<file path="config.mk">
export PLATFORM = sky130hd
export DESIGN_NAME = fft_frame_feeder
export DESIGN_NICKNAME = d
export VERILOG_FILES = /design/src/rtl/fft_frame_feeder.sv
export SDC_FILE = /design/constraint.sdc
export NUM_CORES = 1
export LEC_CHECK = 0
export BUFFER_PORTS_ARGS = -buffer_cell sky130_fd_sc_hd__clkbuf_2
export CAP_MARGIN = 10
export CELL_PAD_IN_SITES_DETAIL_PLACEMENT = 1
export CELL_PAD_IN_SITES_GLOBAL_PLACEMENT = 1
export CORE_MARGIN = 8
export CORE_UTILIZATION = 51
export DETAILED_ROUTE_END_ITERATION = 8
export PLACE_DENSITY_LB_ADDON = 0.1
export SETUP_SLACK_MARGIN = 0.15
export SYNTH_ARGS = -nofsm -noshare
export SYNTH_HDL_FRONTEND = slang
export SYNTH_SLANG_ARGS = --single-unit
</file>
<file path="constraint.sdc">
create_clock -name clk -period 5.85 [get_ports clk]
set_clock_uncertainty 0.15 [all_clocks]
set_input_delay 0.8775 -clock clk [delete_from_list [all_inputs] [get_ports clk]]
set_output_delay 0.8775 -clock clk [all_outputs]
set_load 0.05 [all_outputs]
</file>
<file path="src/rtl/fft_frame_feeder.sv">
// Frame feeder for the FFT wrapper: buffers one input packet, pads or truncates it to N_WORDS
// and bursts it out gaplessly once the wrapper is idle. Optional stats counters: FEED_STATS_EN.
module fft_frame_feeder #(
    parameter int N_WORDS    = 16,
    parameter int DW         = 32,
    parameter int GAP_CYCLES = 2
) (
    input  logic              clk,
    input  logic              rstn,
    input  logic [DW-1:0]     s_axis_tdata,
    input  logic              s_axis_tvalid,
    input  logic [DW/8-1:0]   s_axis_tkeep,
    input  logic              s_axis_tlast,
    output logic              s_axis_tready,
    output logic [DW-1:0]     m_axis_tdata,
    output logic              m_axis_tvalid,
    output logic [DW/8-1:0]   m_axis_tkeep,
    output logic              m_axis_tlast,
    input  logic              m_axis_tready,
    input  logic              dut_busy,
    output logic              frame_sent,
    output logic              err_trunc,
    output logic              err_stall,
    input  logic              err_clr
`ifdef FEED_STATS_EN
   ,output logic [15:0]       frames_cnt,
    output logic [15:0]       pad_cnt,
    output logic [15:0]       drop_cnt,
    input  logic              stats_clr
`endif
);
    localparam int AW = $clog2(N_WORDS);
    localparam int KW = DW / 8;
    localparam int GW = $clog2(GAP_CYCLES + 1);

    typedef enum logic [2:0] {FILL, DROP, WAIT, BURST, GAP} state_e;

    state_e          state_q, state_d;
    logic [AW-1:0]   wr_q, wr_d, rd_q, rd_d;
    logic [AW:0]     fill_q, fill_d;
    logic [GW-1:0]   gap_q, gap_d;
    logic [DW-1:0]   buf_q [N_WORDS];
    logic [DW-1:0]   wdata;
    logic            acc, trunc_set, stall_set;
    logic            s_rdy_q, s_rdy_d, m_vld_q, m_vld_d, m_last_q, m_last_d, sent_q, sent_d;
    logic [DW-1:0]   m_data_q, m_data_d;
    logic            trunc_q, stall_q;

    for (genvar b = 0; b < KW; b++) begin : g_mask
        assign wdata[b*8 +: 8] = s_axis_tkeep[b] ? s_axis_tdata[b*8 +: 8] : 8'h00;
    end

    assign acc       = s_axis_tvalid & s_rdy_q;
    assign trunc_set = (state_q == FILL) && acc && !s_axis_tlast && (wr_q == AW'(N_WORDS - 1));
    assign stall_set = (state_q == BURST) && !m_axis_tready;

    always_ff @(posedge clk or negedge rstn) begin
        if (!rstn) begin
            state_q  <= FILL;
            wr_q     <= '0;
            rd_q     <= '0;
            fill_q   <= '0;
            gap_q    <= '0;
            s_rdy_q  <= 1'b0;
            m_vld_q  <= 1'b0;
            m_last_q <= 1'b0;
            m_data_q <= '0;
            sent_q   <= 1'b0;
            trunc_q  <= 1'b0;
            stall_q  <= 1'b0;
        end else begin
            state_q  <= state_d;
            wr_q     <= wr_d;
            rd_q     <= rd_d;
            fill_q   <= fill_d;
            gap_q    <= gap_d;
            s_rdy_q  <= s_rdy_d;
            m_vld_q  <= m_vld_d;
            m_last_q <= m_last_d;
            m_data_q <= m_data_d;
            sent_q   <= sent_d;
            trunc_q  <= err_clr ? 1'b0 : (trunc_q | trunc_set);
            stall_q  <= err_clr ? 1'b0 : (stall_q | stall_set);
        end
    end

    // Stale entries beyond fill_q are never read, so the buffer needs no reset.
    always_ff @(posedge clk) begin
        if (acc && state_q == FILL) buf_q[wr_q] <= wdata;
    end

    always_comb begin
        state_d = state_q;
        wr_d    = wr_q;
        rd_d    = rd_q;
        fill_d  = fill_q;
        gap_d   = gap_q;
        unique case (state_q)
            FILL: if (acc) begin
                wr_d   = wr_q + 1'b1;
                fill_d = {1'b0, wr_q} + 1'b1;
                if (s_axis_tlast)                    state_d = WAIT;
                else if (wr_q == AW'(N_WORDS - 1))   state_d = DROP;
            end
            DROP: if (acc && s_axis_tlast) state_d = WAIT;
            WAIT: if (!dut_busy && m_axis_tready) begin
                state_d = BURST;
                rd_d    = '0;
            end
            BURST: if (rd_q == AW'(N_WORDS - 1)) begin
                state_d = GAP;
                gap_d   = '0;
            end else begin
                rd_d = rd_q + 1'b1;
            end
            GAP: if (gap_q == GW'(GAP_CYCLES - 1)) begin
                state_d = FILL;
                wr_d    = '0;
                fill_d  = '0;
            end else begin
                gap_d = gap_q + 1'b1;
            end
            default: state_d = FILL;
        endcase
    end

    // Outputs are registered from the next state so the beat lines up with rd_d.
    always_comb begin
        s_rdy_d  = (state_d == FILL) || (state_d == DROP);
        m_vld_d  = (state_d == BURST);
        m_last_d = m_vld_d && (rd_d == AW'(N_WORDS - 1));
        m_data_d = (m_vld_d && ({1'b0, rd_d} < fill_q)) ? buf_q[rd_d] : '0;
        sent_d   = (state_q == BURST) && (state_d == GAP);
    end

    assign s_axis_tready = s_rdy_q;
    assign m_axis_tvalid = m_vld_q;
    assign m_axis_tlast  = m_last_q;
    assign m_axis_tdata  = m_data_q;
    assign m_axis_tkeep  = '1;
    assign frame_sent    = sent_q;
    assign err_trunc     = trunc_q;
    assign err_stall     = stall_q;

`ifdef FEED_STATS_EN
    logic [15:0] frames_q, pad_q, drop_q;

    always_ff @(posedge clk or negedge rstn) begin
        if (!rstn) begin
            frames_q <= '0;
            pad_q    <= '0;
            drop_q   <= '0;
        end else if (stats_clr) begin
            frames_q <= '0;
            pad_q    <= '0;
            drop_q   <= '0;
        end else begin
            if (sent_q) frames_q <= frames_q + 1'b1;
            if (state_q == FILL && state_d == WAIT && fill_d < (AW+1)'(N_WORDS)) pad_q <= pad_q + 1'b1;
            if (state_q == DROP && acc) drop_q <= drop_q + 1'b1;
        end
    end

    assign frames_cnt = frames_q;
    assign pad_cnt    = pad_q;
    assign drop_cnt   = drop_q;
`endif

endmodule

</file>
==> flow_summary.json <==
{
  "status": "complete, no violations",
  "cp-start-kind": "flip-flop",
  "grt_overflow": 0,
  "pre_cts_slack_ps": 1180,
  "start_util_pct": 51.3,
  "dieHeight_um": 223,
  "switching_share_pct": 36.2,
  "fp.dieW_um": 223,
  "worstSetupPathType": "reg -> reg",
  "max_freq_ghz": 0.233,
  "drcViolationCount": 0,
  "drive_gt1_share_pct": 13.7,
  "finalNetCount": 1587,
  "ys_types": 49,
  "end_kind": "flip-flop",
  "synth_edf_count": 512,
  "drt_iter0_drc": 1217,
  "final_area_sq_mm": 0.0247,
  "finalHoldViolCount": 0,
  "slew_headroom_pct": 22.0,
  "final_common_cell": "edfxtp_1",
  "final_cell_mix": "edfxtp_1 (512), nand2_1 (203), a21oi_1 (194)",
  "cts.repair.resized": 0,
  "ys_seq_elements": 564,
  "drt-pass1-iter-count": 5,
  "antenna_found_initial": 0,
  "worstPathRequired_ps": 6240,
  "yosysTopAreaCell": "edfxtp_1",
  "ys_async_sr_fraction_pct": 9.22,
  "syn_to_final_growth_pct": 12.7,
  "hold_buffers": 0,
  "postCtsSetupBuffers": 0,
  "peakVddDrop_v": 0.000419,
  "num_antenna_cells": 0,
  "setup_viol_count_final": 0,
  "whs_ps": 197,
  "report.final.slew_viol_count": 0,
  "layout_min_cycle_time_ps": 4290,
  "combPwrFrac_pct": 32.7,
  "met2_length_um": 28400,
  "grt_pass1_vias": 13600,
  "synth.top_cells.by_area": "edfxtp_1 (70%), dfrtp_1 (5.9%), a21oi_1 (4.4%)",
  "holdCritPathClass": "in -> async",
  "rows": 76,
  "synth_cells": 1462,
  "seq_power_share_pct": 38.8,
  "p_clk_share_pct": 28.5,
  "intPower_uw": 7730,
  "min_period_over_period_pct": 73.3,
  "cts_tree": "built",
  "numClockSinks": 564,
  "grt_pass1_wl_um": 85700,
  "power_density_mw_per_mm2": 490,
  "drt-total-wl_um": 57300,
  "power_switching_uw": 4390,
  "fp.coreArea_sq_mm": 0.0428,
  "die_area_sq_mm": 0.0499,
  "rsz0062_at_grt": "false",
  "met3_length_um": 2760,
  "yosys_warnings": 0,
  "boundaryPins": 85,
  "numCtsBuffers": 57,
  "grt_max_degree": 193,
  "drt-met1-wl_um": 25000,
  "worst_ep_arrival_time_ps": 4680,
  "yosys.area.top_type_share_pct": 70.0,
  "p_leak_uw": 0.00886,
  "cts.reportedPaths.clkPinSlew_ps": 60,
  "io_buffers": 80,
  "fin_ws_ps": 1560,
  "hpwl_um": 30100,
  "htree_levels": 2,
  "grtUsageTotal_pct": 22.8,
  "worst_slew_pin_slew_ps": 1170,
  "avgViaCountPerCell": 6.09,
  "place_area_sq_mm": 0.0230,
  "synth_area_sq_mm": 0.0219,
  "insertion_delay_ps": 610,
  "cp_max_fo": 27,
  "globalplace.congestion": 0.766,
  "avgSynthCellArea_sq_um": 15.0,
  "wire_per_inst_um": 27.0,
  "clock_path_buffers": 3,
  "synth_seq_area_share_pct": 76.0,
  "drtAntennaViolNets": 0,
  "vias": 12900,
  "max_cap_viol_count": 0,
  "post-route-util_pct": 57.8,
  "yosys_most_used_dff": "edfxtp_1",
  "ctsRootBufferMaster": "clkbuf_16",
  "highest_layer": "met4",
  "finalSetupTns_ps": 0
}
[worst max-delay path, stage by stage, from the launching register on]
cell and delay (ps):
dfrtp_1 570, ha_1 340, a31oi_1 170, o21ai_4 270, inv_8 140, ha_1 310
nand3_1 80, a21oi_1 110, or2_2 300, or4_2 1000, buf_4 380, a221o_1 280
nand3_1 100
[layout make-up]
cell class | count | area, sq um
Clock inverter | 12 | 114
Tap cell | 546 | 683
Sequential cell | 564 | 16700
Fill cell | 4048 | 18100
Inverter | 12 | 57.6
Multi-Input combinational cell | 789 | 4920
Timing Repair Buffer | 111 | 646
Clock buffer | 92 | 1640
[flip-flops by register name, summed over array words and instances (netlist names)]
signal,flops
s_axis_tready,1
wr_q,3
err_stall,1
fill_q,2
buf_q,512
gap_q,2
frame_sent,1
m_axis_tvalid,1
m_axis_tdata,32
err_trunc,1
rd_q,4
state_q,3
m_axis_tlast,1
[power groups by stage]
stage,registers (uW),clock network (uW),logic (uW)
global placement,4780,0,3820
finish,4700,3450,3970
CTS,4700,3510,3980
global route,4710,3630,4290
floorplan,5080,0,2550
detailed placement,4780,0,3950
[cell families (layout without fill, tap and decap cells)]
kind of cell	count (synthesis)	in the layout	share of synthesized area (%)
flip-flops	564	564	76.0
other	1	4	0.0171
XOR/XNOR	2	2	0.0798
AO/OA/AOI/OAI	379	379	11.5
AND/OR/NAND/NOR	328	328	6.58
multiplexers	67	67	3.06
adder cells (fa/ha/maj)	9	9	0.513
buffers and inverters	112	227	2.30
[path summary, 6_finish.rpt]
path | startpoint | end | slack, ps | depth (start not counted)
worst max-delay path | rd_q[0]$_DFF_PN0_ | m_axis_tdata[28]$_DFF_PN0_ | 1560 | 12
worst min-delay path | rstn | rd_q[3]$_DFF_PN0_ | 200 | 1
worst max register to register | rd_q[0]$_DFF_PN0_ | m_axis_tdata[28]$_DFF_PN0_ | 1560 | 12
worst min register to register | err_stall$_DFF_PN0_ | err_stall$_DFF_PN0_ | 350 | 2
max in group asynchronous | rstn | m_axis_tdata[13]$_DFF_PN0_ | 4310 | 2
min in group clk | err_clr | err_stall$_DFF_PN0_ | 280 | 2
[layer usage]
layer	track usage, %	vias to the layer above
met5	0	-
met4	6.82	0
met3	3.30	80
met2	38.4	380
met1	30.6	6719
li1	-	5759
[synth_stat cells (2+ instances only)]
master,instances
a221o_1,64
a21oi_1,194
buf_6,4
clkbuf_1,64
a22oi_1,94
nand2_1,203
and2_1,32
a21o_1,2
o22ai_1,5
or4_1,2
mux2i_1,66
dfrtp_1,52
o21ai_1,2
buf_2,20
nor3_1,8
nand3_1,38
a31oi_1,3
inv_1,11
nor2_1,30
buf_1,4
buf_4,8
and3_1,3
nor4_1,2
edfxtp_1,512
o21ai_0,6
ha_1,9
xnor2_1,2
[per-stage QoR]
| stage | power, uW | cells |
|---|---|---|
| floorplan | 7630 | 1465 |
| global placement | 8590 | 2022 |
| detailed placement | 8730 | 2022 |
| CTS | 12200 | 2126 |
| global route | 12600 | 2126 |
| finish | 12100 | 2126 |
(Power assumes the default switching activity.)
